<file path="src/rtl/roi_serial_host.sv">
// Host driver for the three-wire serial ROI harness (di / stb / do).
// Shifts vectors in MSB first, strobes, and reads back the previous frame's response.
module roi_serial_host #(
    parameter int N     = 256,
    parameter int CNT_W = $clog2(N)
) (
    input  logic         clk,
    input  logic         rst_n,
    input  logic         vec_valid,
    output logic         vec_ready,
    input  logic [N-1:0] vec_data,
    output logic         resp_valid,
    output logic [N-1:0] resp_data,
    output logic         busy,
    output logic         ser_di,
    output logic         ser_stb,
    input  logic         ser_do
);

    typedef enum logic [1:0] {
        IDLE   = 2'd0,
        SHIFT  = 2'd1,
        STROBE = 2'd2
    } state_t;

    state_t state, state_nx;

    logic [CNT_W-1:0] j;
    logic [N-1:0]     payload;
    logic [N-1:0]     sh;
    logic [N-1:0]     cap;
    logic             rd;
    logic             rep;
    logic             ro;
    logic             din_vld;
    logic             din_done;
    logic             accept;
    logic             last;
    logic             rd_next;

    assign vec_ready = (state == IDLE) || (state == STROBE);
    assign busy      = (state != IDLE);
    assign accept    = vec_valid && vec_ready;
    assign last      = (j == CNT_W'(N - 1));
    assign rd_next   = din_vld && !din_done;

    always_ff @(posedge clk) begin
        if (!rst_n) begin
            state <= IDLE;
        end else begin
            state <= state_nx;
        end
    end

    always_comb begin
        state_nx = state;
        unique case (state)
            IDLE: begin
                if (accept) state_nx = SHIFT;
            end
            SHIFT: begin
                if (last) state_nx = ro ? IDLE : STROBE;
            end
            STROBE: begin
                state_nx = SHIFT;
            end
            default: state_nx = IDLE;
        endcase
    end

    always_ff @(posedge clk) begin
        if (!rst_n) begin
            ser_di     <= 1'b0;
            ser_stb    <= 1'b0;
            resp_valid <= 1'b0;
            resp_data  <= '0;
            din_vld    <= 1'b0;
            din_done   <= 1'b0;
            j          <= '0;
            rd         <= 1'b0;
            rep        <= 1'b0;
            ro         <= 1'b0;
            payload    <= '0;
            sh         <= '0;
            cap        <= '0;
        end else begin
            resp_valid <= 1'b0;
            ser_stb    <= 1'b0;
            ser_di     <= 1'b0;
            unique case (state)
                IDLE: begin
                    if (accept) begin
                        payload <= vec_data;
                        ser_di  <= vec_data[N-1];
                        sh      <= {vec_data[N-2:0], 1'b0};
                        j       <= '0;
                        rd      <= 1'b0;
                        rep     <= 1'b0;
                        ro      <= 1'b0;
                    end
                end
                SHIFT: begin
                    if (rd) cap <= {cap[N-2:0], ser_do};
                    if (last) begin
                        j <= '0;
                        if (rd) begin
                            resp_data  <= {cap[N-2:0], ser_do};
                            resp_valid <= 1'b1;
                        end
                        ser_stb <= !ro;
                    end else begin
                        j      <= j + CNT_W'(1);
                        ser_di <= sh[N-1];
                        sh     <= sh << 1;
                    end
                end
                STROBE: begin
                    // the frame just loaded is a repeat iff its response is already owed
                    rd       <= rd_next;
                    din_vld  <= 1'b1;
                    din_done <= rep;
                    j        <= '0;
                    if (accept) begin
                        payload <= vec_data;
                        ser_di  <= vec_data[N-1];
                        sh      <= {vec_data[N-2:0], 1'b0};
                        rep     <= 1'b0;
                        ro      <= 1'b0;
                    end else begin
                        // repeat frame if the new din is unread, else read-only frame
                        ser_di <= payload[N-1];
                        sh     <= {payload[N-2:0], 1'b0};
                        rep    <= 1'b1;
                        ro     <= rep;
                    end
                end
                default: ;
            endcase
        end
    end

endmodule

</file>
<file path="config.mk">
export PLATFORM = sky130hd
export DESIGN_NAME = roi_serial_host
export DESIGN_NICKNAME = d
export VERILOG_FILES = /design/src/rtl/roi_serial_host.sv
export SDC_FILE = /design/constraint.sdc
export NUM_CORES = 2
export LEC_CHECK = 0
export ABC_AREA = 1
export ABC_CLOCK_PERIOD_IN_PS = 5100
export BUFFER_PORTS_ARGS = -buffer_cell sky130_fd_sc_hd__buf_4
export CAP_MARGIN = 20
export CORE_AREA = 2 2 382 384
export CTS_BUF_LIST = sky130_fd_sc_hd__clkbuf_2
export DETAILED_ROUTE_END_ITERATION = 10
export DIE_AREA = 0 0 384 386
export GPL_ROUTABILITY_DRIVEN = 0
export PLACE_DENSITY = 0.58
export SYNTH_ARGS = -nofsm -noshare
export SYNTH_HDL_FRONTEND = slang
export SYNTH_SLANG_ARGS = --single-unit
</file>
<file path="constraint.sdc">
create_clock -name clk -period 5.1 [get_ports clk]
set_input_delay 0.51 -clock clk [delete_from_list [all_inputs] [get_ports clk]]
set_output_delay 0.51 -clock clk [all_outputs]
set_load 0.005 [all_outputs]
</file>
==> results by group <==
Synth
  – Complex-gate fraction of the synthesized area: 6.87%
  – Mux share of post-synthesis cell area: 0%
  – Syn nets: 7243
  – Post-synth top area share: 45.4%
  – Synth Cell Area: 45800 um^2
  – Cell taking the most area after synthesis: dfxtp_1
  – Yosys warning total: 0
  – Cells after Synth: 6978
  – Syn Area/Cell: 6.57 um^2
  – Ranking of synthesized cells by area: dfxtp_1 45%, nand2_1 13%, nand3_1 11%
  – Synth unique cells: 24
  – Post-Synth Adder-Cell Area: 0.137%
  – Largest family of logic cells by synthesized area: simple AND/OR/NAND/NOR gates
  – Simple-Gate Fraction of Synth Area: 34.2%
  – Register area share after synthesis: 45.4%
  – Post-synthesis xor/xnor area fraction: 0.0382%
  – Post-synthesis register bit count: 1040

Power
  – Pwr dens: 464 nW/um^2
  – Clock share of power: 21.0%
  – Combinational share of power: 44.4%
  – Leak pwr: 30.0 nW
  – Maximum VDD drop: 0.904 mV
  – Int Power: 0.0164 W
  – Sw frac: 42.0%
  – Sequential share of power: 34.6%
  – Sw Pwr: 0.0119 W

STA
  – Final worst-path cycle share: 87.6%
  – Slew @ Worst Pin: 1200 ps
  – Hold Vio Cnt, Final: 0
  – Final setup viols: 0
  – Fin crit period: 4470 ps
  – Slew HR: 20.2%
  – Setup TNS: 0 ps
  – Slew Limit Fails: 0
  – Setup Skew: 174 ps
  – F_max: 224 MHz
  – RSZ-0062 raised after global routing: false

Setup path
  – R2R depth: 11
  – Crit Path Max Fanout: 71
  – Crit path cell chain: inv_1, ha_1, nand2_4, inv_8, nand4_4, nor2_4, buf_12, nand2_1, dlygate4sd3_1, nand2_1, dlygate4sd3_1
  – CP max stage cell: nor2_4
  – Worst R2R Start: state[1]$_SDFFE_PN0P_
  – Setup slack, reg-to-reg: 630 ps
  – Critical Path AT: 6010 ps
  – Critical Path End Type: flip-flop
  – Worst Path Required: 6650 ps
  – Startpoint Class: flip-flop
  – Crit Path Category: flip-flop to flip-flop
  – Crit-path max cell delay: 930 ps
  – Worst reg2reg path endpoint: resp_data[0]$_SDFFE_PN0P_

Placement
  – Port Buffer Count: 520
  – Dpl hpwl: 81300 um

Detailed routing
  – Via/cell ratio: 4.68
  – Vias: 48100
  – Wire length on met1: 67100 um
  – Drt first pass iters: 6
  – Routed wl met3: 12600 um
  – # DRC: 0
  – Met2 Wirelength: 70100 um
  – Per-cell routed wire length: 15.1 um
  – Total routed wirelength: 155000 um
  – Initial DRC Count: 3187
  – Highest routing layer actually used: met5
  – Post-route ant nets: 0

Layout
  – Commonest non-fill, non-tap cell in the layout: nand2_1
  – Layout cells sized above 1: 12.4%
  – Area delta synth->final: 33.2%
  – Fillers: 14900
  – Layout Utilization: 42.2%
  – Layout Nets: 8407
  – Most frequent cells in the layout: 1562 x nand2_1, 1224 x nor2_1, 1063 x inv_1

Clock tree
  – Root Driver: clkbuf_2
  – Max H-tree Level: 5
  – CTS Sinks: 1040
  – Clock transition at the registers of the reported paths: 110 ps
  – TritonCTS clock tree: built
  – Post-CTS Setup Bufs: 0
  – Num CTS Buffers: 305
  – Worst skew pair latency: 1660 ps
  – CTS Buffer Depth: 4

Min path
  – Hold EP: resp_data[165]$_SDFFE_PN0P_
  – Hold WC Path Type: flip-flop to flip-flop
  – HP Start: cap[164]$_SDFFE_PN0P_
  – Hold Path Stages: 2

Global route
  – Vias in the first global route: 47300
  – Pin count of the biggest net entering global routing: 182
  – Antenna violations before repair: 56
  – Grt ovf: 0
  – Tot GR Track Use: 20.3%
  – First-pass GRT wire length: 245000 um

Run
  – MaxCap Viol Count: 0

Die
  – Initial core utilization: 31.7%
  – Die area: 148000 um^2
  – DIE HEIGHT: 386 um
  – Core footprint: 145000 um^2
  – I/O pin cnt: 521
  – Chip Width: 384 um
  – Site row count: 140

Outcome
  – Run status: completed
## power by group through the flow
stage / registers, W / logic [W] / clock network (W)
global placement: 0.00994 / 0.0112 / 0
global route: 0.00991 / 0.0142 / 0.00662
CTS: 0.00979 / 0.0125 / 0.00620
floorplan: 0.00989 / 0.00866 / 0
detailed placement: 0.00998 / 0.0114 / 0
finish: 0.00979 / 0.0126 / 0.00593
## per-stage QoR
step | total power (W) | hold slack (ps) | setup WS [ps] | instances | instance area (um^2)
floorplan | 0.0186 | 419 | 3230 | 6978 | 45800
global placement | 0.0212 | 430 | 1600 | 8987 | 50900
detailed placement | 0.0214 | 432 | 1510 | 8987 | 50900
CTS | 0.0285 | 121 | 583 | 10200 | 61000
global route | 0.0308 | 229 | 273 | 10300 | 61000
finish | 0.0283 | 359 | 634 | 10300 | 61000
## worst max path at each step
| stage | from | slack, ps | to | cells past startpoint |
|---|---|---|---|---|
| final | state[1]$_SDFFE_PN0P_ | 630 | resp_data[0]$_SDFFE_PN0P_ | 11 |
| after global routing | state[1]$_SDFFE_PN0P_ | 270 | resp_data[0]$_SDFFE_PN0P_ | 11 |
| after CTS | state[1]$_SDFFE_PN0P_ | 580 | resp_data[0]$_SDFFE_PN0P_ | 11 |
| after detailed placement | state[1]$_SDFFE_PN0P_ | 1510 | resp_data[224]$_SDFFE_PN0P_ | 9 |
| after global placement | state[1]$_SDFFE_PN0P_ | 1600 | resp_data[206]$_SDFFE_PN0P_ | 9 |
| after floorplan | state[0]$_SDFFE_PN0P_ | 3230 | sh[105]$_SDFFE_PN0P_ | 12 |
## flip-flops by register name (all words and copies together) (netlist names)
name        flops
j               8
state           2
cap           255
rd              1
ser_di          1
din_done        1
resp_data     256
ser_stb         1
rep             1
resp_valid      1
payload       256
din_vld         1
ro              1
sh            255
## synthesized netlist by cell type (all sizes together)
cell type,number
nand2,1567
nor2,1226
inv,1067
dfxtp,1040
nand3,1030
clkbuf,260
o22ai,255
o21ai,239
buf,221
a21oi,35
a211oi,23
ha,5
nand4,2
nor3,2
or2,2
xor2,2
clkinv,1
o21a,1
## what timing repair did
item,4_1_cts,5_1_grt
hold buffers,765,0
hold endpoints to repair,1037,0
gates resized for setup,0,0
## metal layers
metal,vias up,global-route usage (%)
met1,22200,24.4
met5,-,0
met4,46,8.90
met2,1501,33.1
met3,381,6.41
li1,24000,-
## cell type report
class | instances | area, um^2 | share of cell area, %
flip-flops and latches | 1040 | 20800 | 34.1
multi-input cells | 4389 | 19000 | 31.1
repair buffers | 1338 | 12300 | 20.2
inverters | 1068 | 4030 | 6.60
well taps | 1917 | 2400 | 3.93
clock buffers | 430 | 2150 | 3.53
clock inverters | 47 | 233 | 0.381
diodes | 37 | 92.6 | 0.152
## logic make-up after synthesis
kind of cell	count (synthesis)
xor+xnor	2
flops	1040
buf+inv	1549
compound gates	553
simple gates	3829
fa+ha+maj	5
## worst max-delay path: cells and delay by family (launching register included)
family / cells / cell delay (ps)
fa+ha+maj: 1 / 440
buf+inv: 5 / 1870
flops: 1 / 350
simple gates: 5 / 1800
Power figures use the tool's default switching activity.
